[config.mk]
export PLATFORM = sky130hd
export DESIGN_NAME = digit_scan_ctrl_flat
export DESIGN_NICKNAME = d
export VERILOG_FILES = /design/src/rtl/digit_scan_ctrl_pkg.sv /design/src/rtl/digit_scan_ctrl_if.sv /design/src/rtl/digit_scan_ctrl_scan_phase_cnt.sv /design/src/rtl/digit_scan_ctrl.sv /design/src/flat_wrapper.sv
export SDC_FILE = /design/constraint.sdc
export NUM_CORES = 1
export LEC_CHECK = 0
export CORE_MARGIN = 2
export CORE_UTILIZATION = 53
export CTS_CLUSTER_SIZE = 14
export DETAILED_ROUTE_END_ITERATION = 10
export PLACE_DENSITY = 0.79
export SYNTH_ARGS = -nofsm -noshare
export SYNTH_HDL_FRONTEND = slang
export SYNTH_SLANG_ARGS = --single-unit
[constraint.sdc]
create_clock -name clk -period 3.55 [get_ports clk]
set_input_delay 0.71 -clock clk [delete_from_list [all_inputs] [get_ports clk]]
set_output_delay 0.71 -clock clk [all_outputs]
set_load 0.1 [all_outputs]
[src/rtl/digit_scan_ctrl_pkg.sv]
// digit_scan_ctrl_pkg: shared state encoding and constants for the digit scanner
package digit_scan_ctrl_pkg;
  typedef enum logic [1:0] {IDLE, BLANK, DRIVE} state_e;
  localparam int DIGIT_W = 4;
  localparam logic [7:0] ALL_OFF = 8'hFF;
endpackage

[src/rtl/digit_scan_ctrl_if.sv]
// digit_scan_ctrl_if: digit/enable bundle between timekeeping, scanner and display pins
// SCAN_BRIGHTNESS_EN adds the 3-bit bright signal.
interface digit_scan_ctrl_if import digit_scan_ctrl_pkg::*; #(
  parameter int NUM_DIGITS = 6
) ();
  logic en;
  logic [DIGIT_W*NUM_DIGITS-1:0] digits_in;
  logic [NUM_DIGITS-1:0] blank_mask;
`ifdef SCAN_BRIGHTNESS_EN
  logic [2:0] bright;
`endif
  logic [DIGIT_W-1:0] dec_digit;
  logic [NUM_DIGITS-1:0] digit_en_n;
  logic frame_start;
  logic [2:0] slot_idx;
`ifdef SCAN_BRIGHTNESS_EN
  modport master (output en, digits_in, blank_mask, bright,
                  input dec_digit, digit_en_n, frame_start, slot_idx);
  modport slave (input en, digits_in, blank_mask, bright,
                 output dec_digit, digit_en_n, frame_start, slot_idx);
`else
  modport master (output en, digits_in, blank_mask,
                  input dec_digit, digit_en_n, frame_start, slot_idx);
  modport slave (input en, digits_in, blank_mask,
                 output dec_digit, digit_en_n, frame_start, slot_idx);
`endif
endinterface

[src/rtl/digit_scan_ctrl_scan_phase_cnt.sv]
// scan_phase_cnt: loadable down-counter timing BLANK and DRIVE phases; done while count is zero
module scan_phase_cnt #(
  parameter int W = 4
) (
  input  logic         clk,
  input  logic         rst_n,
  input  logic         clr,
  input  logic         load,
  input  logic [W-1:0] load_val,
  output logic [W-1:0] cnt_d,
  output logic         done
);
  logic [W-1:0] cnt_q;
  assign done = cnt_q == '0;
  always_comb cnt_d = clr ? '0 : load ? load_val : done ? cnt_q : cnt_q - W'(1);
  always_ff @(posedge clk or negedge rst_n) begin
    if (!rst_n) cnt_q <= '0;
    else cnt_q <= cnt_d;
  end
endmodule

[src/rtl/digit_scan_ctrl.sv]
// digit_scan_ctrl: time-multiplexed 7-segment scanner with per-frame snapshot and blanking guard
// Define SCAN_BRIGHTNESS_EN to add the bright input (PWM of the enable within each DRIVE slot).
module digit_scan_ctrl import digit_scan_ctrl_pkg::*; #(
  parameter int NUM_DIGITS = 6,
  parameter int SCAN_DIV = 50000,
  parameter int GUARD_CYCLES = 8
) (
  input logic clk,
  input logic rst_n,
  digit_scan_ctrl_if.slave io
);
  localparam int CW = $clog2(SCAN_DIV > GUARD_CYCLES ? SCAN_DIV : GUARD_CYCLES);
  localparam logic [NUM_DIGITS-1:0] OFF = ALL_OFF[NUM_DIGITS-1:0];
  localparam logic [2:0] LAST = 3'(NUM_DIGITS - 1);
  localparam logic [CW-1:0] GUARD_LD = CW'(GUARD_CYCLES - 1);
  localparam logic [CW-1:0] DRIVE_LD = CW'(SCAN_DIV - 1);
  state_e state_q, state_d;
  logic [2:0] slot_q, slot_d;
  logic [DIGIT_W*NUM_DIGITS-1:0] snap_q, snap_d;
  logic fs_q, fs_d;
  logic [DIGIT_W-1:0] dec_q, dec_d;
  logic [NUM_DIGITS-1:0] en_n_q, en_n_d, sel;
  logic load, done, dim_ok, wrap;
  logic [CW-1:0] load_val, cnt_d;
  logic [31:0] on_len;
  scan_phase_cnt #(.W(CW)) u_cnt (
    .clk(clk), .rst_n(rst_n), .clr(!io.en), .load(load),
    .load_val(load_val), .cnt_d(cnt_d), .done(done)
  );
  // On-time within DRIVE measured from the first DRIVE cycle; the default build lights the whole slot.
`ifdef SCAN_BRIGHTNESS_EN
  assign on_len = ((32'(io.bright) + 32'd1) * 32'(SCAN_DIV)) >> 3;
`else
  assign on_len = 32'(SCAN_DIV);
`endif
  assign dim_ok = 32'(DRIVE_LD) - 32'(cnt_d) < on_len;
  assign wrap = slot_q == LAST;
  always_comb begin
    state_d = state_q;
    slot_d = slot_q;
    snap_d = snap_q;
    fs_d = 1'b0;
    load = 1'b0;
    load_val = GUARD_LD;
    if (!io.en) begin
      state_d = IDLE;
      slot_d = '0;
    end else begin
      case (state_q)
        IDLE: begin
          state_d = BLANK;
          slot_d = '0;
          snap_d = io.digits_in;
          fs_d = 1'b1;
          load = 1'b1;
        end
        BLANK: if (done) begin
          state_d = DRIVE;
          load = 1'b1;
          load_val = DRIVE_LD;
        end
        DRIVE: if (done) begin
          state_d = BLANK;
          load = 1'b1;
          fs_d = wrap;
          slot_d = wrap ? 3'd0 : slot_q + 3'd1;
          snap_d = wrap ? io.digits_in : snap_q;
        end
        default: state_d = IDLE;
      endcase
    end
  end
  // Outputs are computed from next-state values so the registered pins line up with the state.
  always_comb begin
    sel = NUM_DIGITS'(1) << slot_d;
    dec_d = state_d == IDLE ? '0 : DIGIT_W'(snap_d >> (slot_d * DIGIT_W));
    en_n_d = (state_d == DRIVE && !(|(io.blank_mask & sel)) && dim_ok) ? ~sel : OFF;
  end
  always_ff @(posedge clk or negedge rst_n) begin
    if (!rst_n) begin
      state_q <= IDLE;
      slot_q <= '0;
      snap_q <= '0;
      fs_q <= 1'b0;
      dec_q <= '0;
      en_n_q <= OFF;
    end else begin
      state_q <= state_d;
      slot_q <= slot_d;
      snap_q <= snap_d;
      fs_q <= fs_d;
      dec_q <= dec_d;
      en_n_q <= en_n_d;
    end
  end
  assign io.dec_digit = dec_q;
  assign io.digit_en_n = en_n_q;
  assign io.frame_start = fs_q;
  assign io.slot_idx = slot_q;
endmodule

[src/flat_wrapper.sv]
// flat-port wrapper written by rule: the top's interface ports become plain ports
module digit_scan_ctrl_flat import digit_scan_ctrl_pkg::*;
#(
  parameter int NUM_DIGITS = 6,
  parameter int SCAN_DIV = 50000,
  parameter int GUARD_CYCLES = 8
)
  (clk, rst_n, io_en, io_digits_in, io_blank_mask, io_dec_digit, io_digit_en_n, io_frame_start, io_slot_idx);
  digit_scan_ctrl_if #(.NUM_DIGITS(NUM_DIGITS)) io_i ();
  input logic clk;
  input logic rst_n;
  input wire logic [$bits(io_i.en)-1:0] io_en;
  input wire logic [$bits(io_i.digits_in)-1:0] io_digits_in;
  input wire logic [$bits(io_i.blank_mask)-1:0] io_blank_mask;
  output wire logic [$bits(io_i.dec_digit)-1:0] io_dec_digit;
  output wire logic [$bits(io_i.digit_en_n)-1:0] io_digit_en_n;
  output wire logic [$bits(io_i.frame_start)-1:0] io_frame_start;
  output wire logic [$bits(io_i.slot_idx)-1:0] io_slot_idx;
  assign io_i.en = io_en;
  assign io_i.digits_in = io_digits_in;
  assign io_i.blank_mask = io_blank_mask;
  assign io_dec_digit = io_i.dec_digit;
  assign io_digit_en_n = io_i.digit_en_n;
  assign io_frame_start = io_i.frame_start;
  assign io_slot_idx = io_i.slot_idx;
  digit_scan_ctrl #(.NUM_DIGITS(NUM_DIGITS), .SCAN_DIV(SCAN_DIV), .GUARD_CYCLES(GUARD_CYCLES)) u_core (.clk(clk), .rst_n(rst_n), .io(io_i));
endmodule
## After elaboration in Yosys (flattened, before gate mapping)

Cells that the tools add are included.
W data, S select, Z words.

| storage, ports and cells | value |
|---|---|
| flip-flop bits (word level) | 56 |
| input bits | 33 |
| output and inout bits | 14 |

| cells by class | value |
|---|---|
| add/subtract/negate cells | 3 |
| magnitude comparators | 1 |
| eq/ne operators | 4 |
| shifts and indexed selects | 2 |
| muxes and demuxes | 25 |
| bitwise logic cells | 2 |
| reductions and logical operators | 8 |

Operators by type and width:

| cell | count |
|---|---|
| $mux W16 | 5 |
| $mux W24 | 3 |
| $pmux W24 S2 | 1 |
| $lt A32 B16 Y1 const B | 1 |
| $shr A24 B5 Y4 | 1 |
| $sub A16 B16 Y17 const A | 1 |
| $logic_not A16 Y1 | 1 |
| $sub A16 B1 Y16 const B | 1 |
| $mux W3 | 3 |
| $and A6 B6 Y6 | 1 |
| $mux W2 | 3 |
| $mux W6 | 1 |
| $not A6 Y6 | 1 |
| $pmux W2 S3 | 1 |
| $pmux W3 S2 | 1 |
| $reduce_or A6 Y1 | 1 |
| $shl A1 B3 Y6 const A | 1 |
| $eq A2 B2 Y1 const B | 2 |
| $logic_not A2 Y1 | 2 |
| $mux W1 | 4 |
| $mux W4 | 1 |
| $pmux W1 S2 | 2 |
| $add A3 B1 Y3 const B | 1 |
| $eq A3 B3 Y1 const B | 1 |
| 4 further kinds | 5 |

## Logic depth before layout (Yosys ltp)

Gate-level depths: netlist of run 1.

| depth | value |
|---|---|
| word-level depth | 12 |
| gate-level depth with buffers | 11 |

## Modules after synthesis

From an unflattened synthesis of run 1, not the netlist that was laid out.

| unflattened totals | value |
|---|---|
| cell total of the unflattened synthesis | 308 |
| area, all modules | 3065.4 um^2 |

By module, submodules not included:

| module | instances | cells an instance | area an instance (um^2) | sequential area each (um^2) |
|---|---|---|---|---|
| digit_scan_ctrl | 1 | 182 | 1978.1 | 1008.5 |
| scan_phase_cnt | 1 | 126 | 1087.3 | 400.4 |

## Worst setup path before layout of run 1

Ideal clock, no wire load.

| timing path | value |
|---|---|
| path kind | register to register |
| start point | reg u_core.slot_q[0] (netlist: u_core.io.slot_idx[0]) |
| end point | reg u_core.dec_q[2] (netlist: u_core.io.dec_digit[2]) |
| setup time | 136 ps |
| arrival time | 2778 ps |
| data required time | 3414 ps |
| slack | 636 ps |
| stages on the path, launching flop included | 8 |
| path buffers | 1 |
| cell sequence | dfrtp_1 nand2_1 or4_1 or2_2 clkbuf_1 a32o_1 a221oi_1 a211oi_1 |

| on the way | value |
|---|---|
| cells in the longest elaborated chain, start to end | 7 |
| elaborated cells between the ends (all ways) | 12 |
| classes of those cells | add/sub (1); eq/ne (1); shift (1); mux (9) |

Ends and longest elaborated chain:

| element | line | RTL |
|---|---|---|
| from (decl) | digit_scan_ctrl.sv:18 | `logic [2:0] slot_q, slot_d;` |
| from (signal assigned) | digit_scan_ctrl.sv:89 | `slot_q <= slot_d;` |
| $eq A3 B3 Y1 | digit_scan_ctrl.sv:37 | `assign wrap = slot_q == LAST;` |
| $mux W24 | digit_scan_ctrl.sv:67 | `snap_d = wrap ? io.digits_in : snap_q;` |
| $mux W24 | digit_scan_ctrl.sv:62 | `DRIVE: if (done) begin` |
| $pmux W24 S2 | digit_scan_ctrl.sv:49 | `case (state_q)` |
| $mux W24 | digit_scan_ctrl.sv:45 | `if (!io.en) begin` |
| net u_core.snap_d[18] | digit_scan_ctrl.sv:19 | `logic [DIGIT_W*NUM_DIGITS-1:0] snap_q, snap_d;` |
| $shr A24 B5 Y4 | digit_scan_ctrl.sv:76 | `dec_d = state_d == IDLE ? '0 : DIGIT_W'(snap_d >> (slot_d * DIGIT_W));` |
| $mux W4 | digit_scan_ctrl.sv:76 |  |
| net u_core.dec_d[2] | digit_scan_ctrl.sv:21 | `logic [DIGIT_W-1:0] dec_q, dec_d;` |
| to (signal assigned) | digit_scan_ctrl.sv:85 | `dec_q <= '0;` |
| to (signal assigned) | digit_scan_ctrl.sv:92 | `dec_q <= dec_d;` |
| to (decl) | digit_scan_ctrl.sv:21 |  |

The timed path passes the listed nets, and every way through them passes these cells.

## Final worst setup path of run 1

| timing path | value |
|---|---|
| start point | reg u_core.u_cnt.cnt_q[8] |
| end point | reg u_core.en_n_q[0] (netlist: u_core.io.digit_en_n[0]) |

| on the way | value |
|---|---|
| cells in the longest elaborated chain, start to end | 11 |
| elaborated cells between the ends (all ways) | 28 |
| classes of those cells | add/sub (2); order compare (1); eq/ne (1); shift (1); mux (16); bitwise (2); reduce/logical (5) |

Ends and longest elaborated chain:

| element | line | RTL |
|---|---|---|
| from (decl) | digit_scan_ctrl_scan_phase_cnt.sv:13 | `logic [W-1:0] cnt_q;` |
| from (signal assigned) | digit_scan_ctrl_scan_phase_cnt.sv:18 | `else cnt_q <= cnt_d;` |
| parallel branches: the longest is 10 deep, another holds $lt A32 B16 Y1 | - |  |
| $mux W6 * | digit_scan_ctrl.sv:77 | `en_n_d = (state_d == DRIVE && !(\|(io.blank_mask & sel)) && dim_ok) ? ~sel : OFF;` |
| net u_core.en_n_d[0] | digit_scan_ctrl.sv:22 | `logic [NUM_DIGITS-1:0] en_n_q, en_n_d, sel;` |
| to (signal assigned) | digit_scan_ctrl.sv:93 | `en_n_q <= en_n_d;` |
| to (decl) | digit_scan_ctrl.sv:22 |  |

Mark *: on every way through the listed nets, which the timed path passes.

==> results.txt, run 1 <==
- Total track usage: 25.3%
* Power consumption: 2.82 mW
- The critical path is of the register to register type.
- Skew-Pair Late Insertion Delay: 0.31 ns
- Of the post-synthesis cell area, the part taken by muxes is 1.78%.
- Yosys top cell area share: 43.5%
- Highest achievable clock rate: 333 MHz
- In the synthesized netlist, the number of instances is 282.
- Xor and xnor area share after synthesis: 3.04%
* Critical path data required time: 3.79 ns
- Final worst-path cycle share: 84.6%
- Worst hold slack: 0.490 ns
* Count of hold-fix buffers inserted at cts: 0
- The wire-length estimate of the detail-placed layout is 5250 microns.
* Remaining global-route overflow: 0
- Arrival time of data at the critical path endpoint: 3.24 ns
- Dividing total power by cell area gives a power density of 791 nW/um^2.
- Area grow syn2layout: 24.0%
* Synth Area in Adders: 2.61%
- Final setup fails: 0
- Die outline area: 6030 sq um
- After routing, the total negative slack on setup checks comes to 0 ns.
* Setup repair after global routing missed its margin: false
- Floorplan die width: 77.7 microns
* Relative slew slack: 34.1%
- Routability congestion estimate: 0.859
* Result of the run: completed
- Summing all placed instances gives a cell area of 3440 sq um.
- Cells with a size suffix above 1 make up 13.4% of the layout.
- Post-layout util: 69.0%
* N_diodes: 0
* Initial drt markers: 288
* Compound-cell area share of the yosys netlist: 22.1%
- Of the total synthesized cell area, the portion taken by AND, OR, NAND and NOR gates is 18.4%.
- Top post-synthesis cells by count: 50 x sky130_fd_sc_hd__dfrtp_1, 30 x sky130_fd_sc_hd__nor2_1, 15 x sky130_fd_sc_hd__a21oi_1, 12 x sky130_fd_sc_hd__nand2_1
- Counting every net in the synthesized netlist gives 321.
- The largest total area in the synthesized netlist belongs to sky130_fd_sc_hd__dfrtp_1.
- CTS clk-pin slew, worst paths: 0.09 ns
- Minimum clock period after layout: 3.00 ns
* Sequential-to-total area share from yosys stat: 49.0%
- Along the worst path, the maximum fanout reaches 6.
* Starting density of the core: 55.6%
* Largest voltage drop on the vdd net: 0.365 mV
- Post-synth EDFFs: 0
* TritonCTS clock tree: built
- CORE AREA: 5170 sq um
- Top area cells in the synthesized netlist: sky130_fd_sc_hd__dfrtp_1 43%, sky130_fd_sc_hd__dfstp_2 5.5%, sky130_fd_sc_hd__nor2_1 3.9%
* Die height: 77.7 microns
- Clock skew on the completed layout was measured at 0.0106 ns.
- Detailed routing inserted a total of 2,482 vias.
- In the final routed layout, each cell accounts on average for 17.8 microns.
- Post-synthesis average cell area: 10.2 sq um
* Deepest level of the CTS H-tree: 2
- The number of global-route vias before repair was 2,383.
- Count of nets left with antenna violations after detail routing: 0
- Post_cts resized: 0
- Post-Route WL: 7210 microns
- Worst min-delay path category: input pin to asynchronous set/reset pin
- At the pin with the least slew margin, the transition time is 0.986 ns.
- During placement, the flow inserted port buffers numbering 46.
* Clock Path Buffers: 2
* Number of buffers added by the clock tree synthesis step: 5
- Detail-routed via count per cell: 6.11
* Postcts setup bufs: 0
- The tool flagged a number of max-cap violations equal to 0.
- For this run, design rule violations remaining after detail routing come to 0.
- The total count of max-transition violations in the final report is 0.
* Number of rows created at floorplan: 26
- Kind of start point of the critical path: register
* Flip-flop and latch count after synthesis: 56
- Clock sink total: 56
- Largest net degree at the start of global routing: 37
* Top-Level Pins: 47
* Async set-reset flop share out of synthesis: 100%
- Number of iterations in the first detailed-routing pass: 5
- The number of hold-slack violations in the final timing report came to 0.
- In this run, distinct cell masters in the synthesized netlist total 52.
- Final design area excluding fillers: 3570 sq um
* First-pass GRT wire length: 12,000 microns
- Most used flip-flop cell after synthesis: sky130_fd_sc_hd__dfrtp_1
- The tree is rooted in a sky130_fd_sc_hd__clkbuf_8.
* Antenna violations before repair: 0
- Leading cell type by number of instances after synthesis: sky130_fd_sc_hd__dfrtp_1
* Final Net Count: 374
- STA classifies the critical path endpoint as a register.
- For this design the static power due to leakage is 1.52 nW.
* Combinational family with the most area after synthesis: compound AO/OA/AOI/OAI gates
* Count of warnings emitted by yosys: 0
- The cell area that synthesis handed to floorplanning was 2880 sq um.
-- through the flow --
| stage | cells | worst slack, ns |
|---|---|---|
| 2_1_floorplan | 282 | 0.636 |
| 3_3_place_gp | 398 | 0.460 |
| 3_5_place_dp | 398 | 0.419 |
| 4_1_cts | 406 | 0.558 |
| 5_1_grt | 406 | 0.466 |
| 6_report | 406 | 0.547 |
-- worst paths after layout --
path	startpoint	end	slack, ns	depth (start not counted)
worst max-delay path	u_core.u_cnt.cnt_q[8]	u_core.io.digit_en_n[0]	0.55	7
worst min-delay path	rst_n	u_core.u_cnt.cnt_q[15]	0.49	1
worst max register to register	u_core.u_cnt.cnt_q[8]	u_core.io.digit_en_n[0]	0.55	7
worst min register to register	u_core.snap_q[17]	u_core.snap_q[17]	0.52	1
max in group asynchronous	rst_n	u_core.io.slot_idx[0]	2.27	2
min in group clk	u_core.snap_q[17]	u_core.snap_q[17]	0.52	1
-- cell usage in the layout (no fill, tap or decap), types with 3 or more instances in the layout --
master,count
sky130_fd_sc_hd__mux2i_1,4
sky130_fd_sc_hd__dfrtp_1,50
sky130_fd_sc_hd__a21oi_1,15
sky130_fd_sc_hd__dfstp_2,6
sky130_fd_sc_hd__a22oi_1,4
sky130_fd_sc_hd__nand2b_1,3
sky130_fd_sc_hd__xnor2_1,6
sky130_fd_sc_hd__nand2_1,12
sky130_fd_sc_hd__o31a_1,3
sky130_fd_sc_hd__nor2b_1,3
sky130_fd_sc_hd__clkdlybuf4s50_1,37
sky130_fd_sc_hd__o31ai_1,6
sky130_fd_sc_hd__or4_1,4
sky130_fd_sc_hd__o21ai_1,3
sky130_fd_sc_hd__nor4_1,3
sky130_fd_sc_hd__nor3b_1,3
sky130_fd_sc_hd__o32ai_1,3
sky130_fd_sc_hd__a32o_1,11
sky130_fd_sc_hd__buf_4,19
sky130_fd_sc_hd__o21ai_0,10
sky130_fd_sc_hd__o211ai_1,4
sky130_fd_sc_hd__nand3_1,10
sky130_fd_sc_hd__nor3_1,7
sky130_fd_sc_hd__xor2_1,4
sky130_fd_sc_hd__ha_1,6
sky130_fd_sc_hd__or2_2,5
sky130_fd_sc_hd__inv_1,11
sky130_fd_sc_hd__clkbuf_8,5
sky130_fd_sc_hd__nor2_1,30
sky130_fd_sc_hd__and2_1,3
sky130_fd_sc_hd__a22o_1,11
sky130_fd_sc_hd__o22ai_1,4
-- per-layer routing --
layer  GRT usage, %  vias up  part of all wire, %
li1               -     1176                    -
met1           39.7     1188                   48
met2           37.2      109                   46
met3           3.84        9                  5.9
met4           5.36        0                 0.71
met5              0        -                    0
-- critical path: stages (launching register included) --
cell and delay (ns):
sky130_fd_sc_hd__dfrtp_1 0.45, sky130_fd_sc_hd__or4_4 0.57, sky130_fd_sc_hd__nor4b_4 0.29, sky130_fd_sc_hd__a41oi_2 0.26, sky130_fd_sc_hd__or4_1 0.73, sky130_fd_sc_hd__o31a_1 0.37
sky130_fd_sc_hd__o211a_2 0.17, sky130_fd_sc_hd__nand3_1 0.10
-- kinds of logic after synthesis --
| group | count (synthesis) |
|---|---|
| buf+inv | 22 |
| simple gates | 97 |
| compound gates | 86 |
| xor+xnor | 10 |
| flops | 56 |
| mux | 5 |
| fa+ha+maj | 6 |
-- area by class of cell --
type	instances	area, sq um
Inverter	11	41.3
Timing Repair Buffer	57	518
Multi-Input combinational cell	204	1380
Clock inverter	2	60.1
Sequential cell	56	1410
Clock buffer	6	72.6
Fill cell	425	1600
Tap cell	70	87.6
-- report_power, final --
group | switching [mW] | total (mW) | internal, mW
sequential | 0.123 | 0.958 | 0.835
combinational | 0.814 | 1.38 | 0.569
clock | 0.199 | 0.481 | 0.282
-- state kept, by name (all words and copies together) (netlist names) --
signal,count
u_core.io.digit_en_n,6
u_core.snap_q,24
u_core.state_q,2
u_core.u_cnt.cnt_q,16
u_core.io.slot_idx,3
u_core.io.frame_start,1
u_core.io.dec_digit,4
Note: power is estimated with default switching activity, not from simulation.
==> run 2, diff against run 1 <==
Clock period 3.55 ns to 2.9 ns, I/O delays scaled along.
==> run 2 against run 1 <==
Clock power grew 7.7%. Global-route usage shrank 1.3 points. Combinational power grew 36%. Sequential share of layout area decreased by 1.4 points. Critical path type unchanged. Largest cell class unchanged. Sequential power rose by 22%. Critical endpoint is now u_core.io.digit_en_n[2]. Maximum frequency is 7.5% higher.
==> results.txt, run 2 (same netlist as run 1, synthesis figures left out) <==
- The worst setup path is of the register to register kind.
- The time the worst path needs with I/O delays and setup was 2.79 ns (-0.210 ns).
- The detailed-routing iteration count for the pre-antenna-repair pass was 5 (unchanged).
- Starting density of the core: 55.6% (unchanged)
- The detailed-placement wirelength estimate came to 5180 microns (-1.4%).
- Count of nets left with antenna violations after detail routing: 0 (unchanged)
- TritonCTS built the clock tree.
* Routability congestion estimate: 0.838 (-2.4%)
- Leakage power figure: 1.61 nW (+5.8%)
- CTS clk-pin slew, worst paths: 0.10 ns (about the same)
* CP max FO: 6 (unchanged)
- In this run the top signal layer used is met4.
- The met2 routed wirelength is 3430 microns (+4.1%).
- Largest voltage drop on the vdd net: 0.515 mV (+41%)
- Arrival time of data at the critical path endpoint: 3.05 ns (-0.19 ns)
- The actual slew at the worst max-slew pin was 0.691 ns (-0.295 ns).
- CP max stage delay: 0.55 ns (-0.18 ns)
- Post-layout util: 71.7% (+2.7 points)
- Final number of hold-violating endpoints: 0 (unchanged)
- Clock Path Buffers: 2 (unchanged)
* Post-Route WL: 7270 microns (+0.85%)
* Total power divided by cell area: 957 nW/um^2 (+21%)
* Worst Path Buf+Inv: 3 (+3)
- The overall overflow remaining after global route is 0 (unchanged).
- Crit-path cells: or4_4 -> nor4b_4 -> buf_4 -> buf_4 -> a22oi_1 -> buf_4 -> and3_1 -> nor3_1 -> o211ai_1 -> nand3_1
- Relative slew slack: 53.9% (+20 points)
- The layout filler cell count was 395 (-7.1%).
- The insertion delay of the later-clocked pin in the worst-skew pair came to 0.32 ns (about the same).
- First-pass GRT wire length: 11,400 microns (-4.6%)
- Routed length per placed instance: 17.3 microns (-2.7%)
- Kind of start point of the critical path: register
- Largest net degree at the start of global routing: 57 (+54%)
- The setup-violating endpoint count in the final report is 0 (unchanged).
* Worst min-delay path category: input pin to asynchronous set/reset pin
* Setup Skew: 0.0100 ns (-0.000584 ns)
* Area grow syn2layout: 28.9%
- Top-Level Pins: 47 (unchanged)
- The y dimension of the die was 77.7 microns (unchanged).
- Total track usage: 24.0% (-1.3 points)
- Clock sink total: 56 (unchanged)
- The wire length on met3 was 472 microns (+12%).
- The total inserted antenna cells is 0 (unchanged).
- The number of max-cap violations was 0 (unchanged).
- The count of buffers from port buffering was 46 (unchanged).
- The total count of max-transition violations in the final report is 0 (unchanged).
- Number of rows created at floorplan: 26 (unchanged)
- The critical path data required time was 3.15 ns (-0.64 ns).
- Register with the highest flop count: u_core.snap_q
- The routed metal-1 wire length was 3240 microns (-5.8%).
* Endpoint kind of the worst setup timing path: register
- CORE AREA: 5170 sq um (unchanged)
- Antenna violations before repair: 0 (unchanged)
- The library cell used most frequently in the layout, excluding fill and tap cells, is sky130_fd_sc_hd__dfrtp_1.
* Highest achievable clock rate: 358 MHz (+7.5%)
* Cell type group with the largest total delay on the critical path: simple AND/OR/NAND/NOR gates
- In this run the clock root is driven by a sky130_fd_sc_hd__clkbuf_8.
- Final worst-path cycle share: 96.3% (+12 points)
- The DRC marker count from the first detailed-route iteration came to 212 (-26%).
* Cell with the largest stage delay on the worst path: sky130_fd_sc_hd__or4_4
* Residual DRC: 0 (unchanged)
- Share of post-route cells with drive strength above 1: 21.1% (+7.7 points)
- The flip-flop count of the largest register, all copies and words added is 24 (unchanged).
* Accumulated negative setup slack: 0 ns (unchanged)
* Floorplan die width: 77.7 microns (unchanged)
- The average via count per standard cell was 6.14 (+0.52%).
- Result of the run: completed
- Most frequent cells in the layout: 47 x sky130_fd_sc_hd__dfrtp_1, 37 x sky130_fd_sc_hd__buf_4, 31 x sky130_fd_sc_hd__clkdlybuf4s50_1, 29 x sky130_fd_sc_hd__nor2_1, 15 x sky130_fd_sc_hd__a21oi_1
- Final Net Count: 389 (+4.0%)
- The number of global-route vias before repair is 2,376 (-0.29%).
- Worst Setup Slack, final: 0.107 ns (-0.440 ns)
- Post-placement setup slack: -0.0260 ns (-0.445 ns)
* Vias: 2,587 (+4.2%)
- Most used cell, CP: sky130_fd_sc_hd__buf_4
* Die outline area: 6030 sq um (unchanged)
- Deepest level of the CTS H-tree: 2 (unchanged)
- The number of buffers inserted during clock tree synthesis was 5 (unchanged).
run 2: layout make-up:
class	instances	area (sq um)	area share, %
Tap cell	70	87.6	2.36
Inverter	11	41.3	1.11
Clock inverter	2	38.8	1.05
Timing Repair Buffer	72	653	17.6
Sequential cell	56	1410	38.1
Multi-Input combinational cell	204	1400	37.8
Clock buffer	6	72.6	1.96
run 2: path summary, 6_finish.rpt:
check	startpoint	endpoint	slack [ns]	depth (start not counted)
setup / recovery	u_core.u_cnt.cnt_q[9]	u_core.io.digit_en_n[2]	0.11	10
hold / removal	rst_n	u_core.u_cnt.cnt_q[12]	0.37	2
setup reg to reg	u_core.u_cnt.cnt_q[9]	u_core.io.digit_en_n[2]	0.11	10
hold reg to reg	u_core.snap_q[17]	u_core.snap_q[17]	0.51	1
max in group asynchronous	rst_n	u_core.io.slot_idx[0]	2.01	2
min in group clk	u_core.snap_q[17]	u_core.snap_q[17]	0.51	1
run 2: routing by layer:
layer / track usage (%) / up-vias
li1: - / 1194
met3: 3.26 / 16
met4: 6.96 / 0
met2: 36.3 / 110
met1: 36.1 / 1267
met5: 0 / -
run 2: metrics by stage:
step           hold WS, ns  total power [mW]  area, sq um  std cells
2_1_floorplan        0.284              2.37         2880        282
3_3_place_gp         0.485              2.85         3530        407
3_5_place_dp         0.491              2.88         3530        407
4_1_cts              0.414              3.41         3640        415
5_1_grt              0.456              3.75         3710        421
6_report             0.368              3.55         3710        421
run 2: timing repair:
item	in CTS	in global routing
buffers inserted	0	6
hold buffers	0	0
setup endpoints to repair	0	10
gates resized for setup	0	9
run 2: report_power, final:
part           leakage [nW]  switching [mW]  internal [mW]
Sequential            0.700           0.145           1.02
Clock                0.0558           0.256          0.261
Combinational         0.854            1.06          0.809
Total                  1.61            1.46           2.09
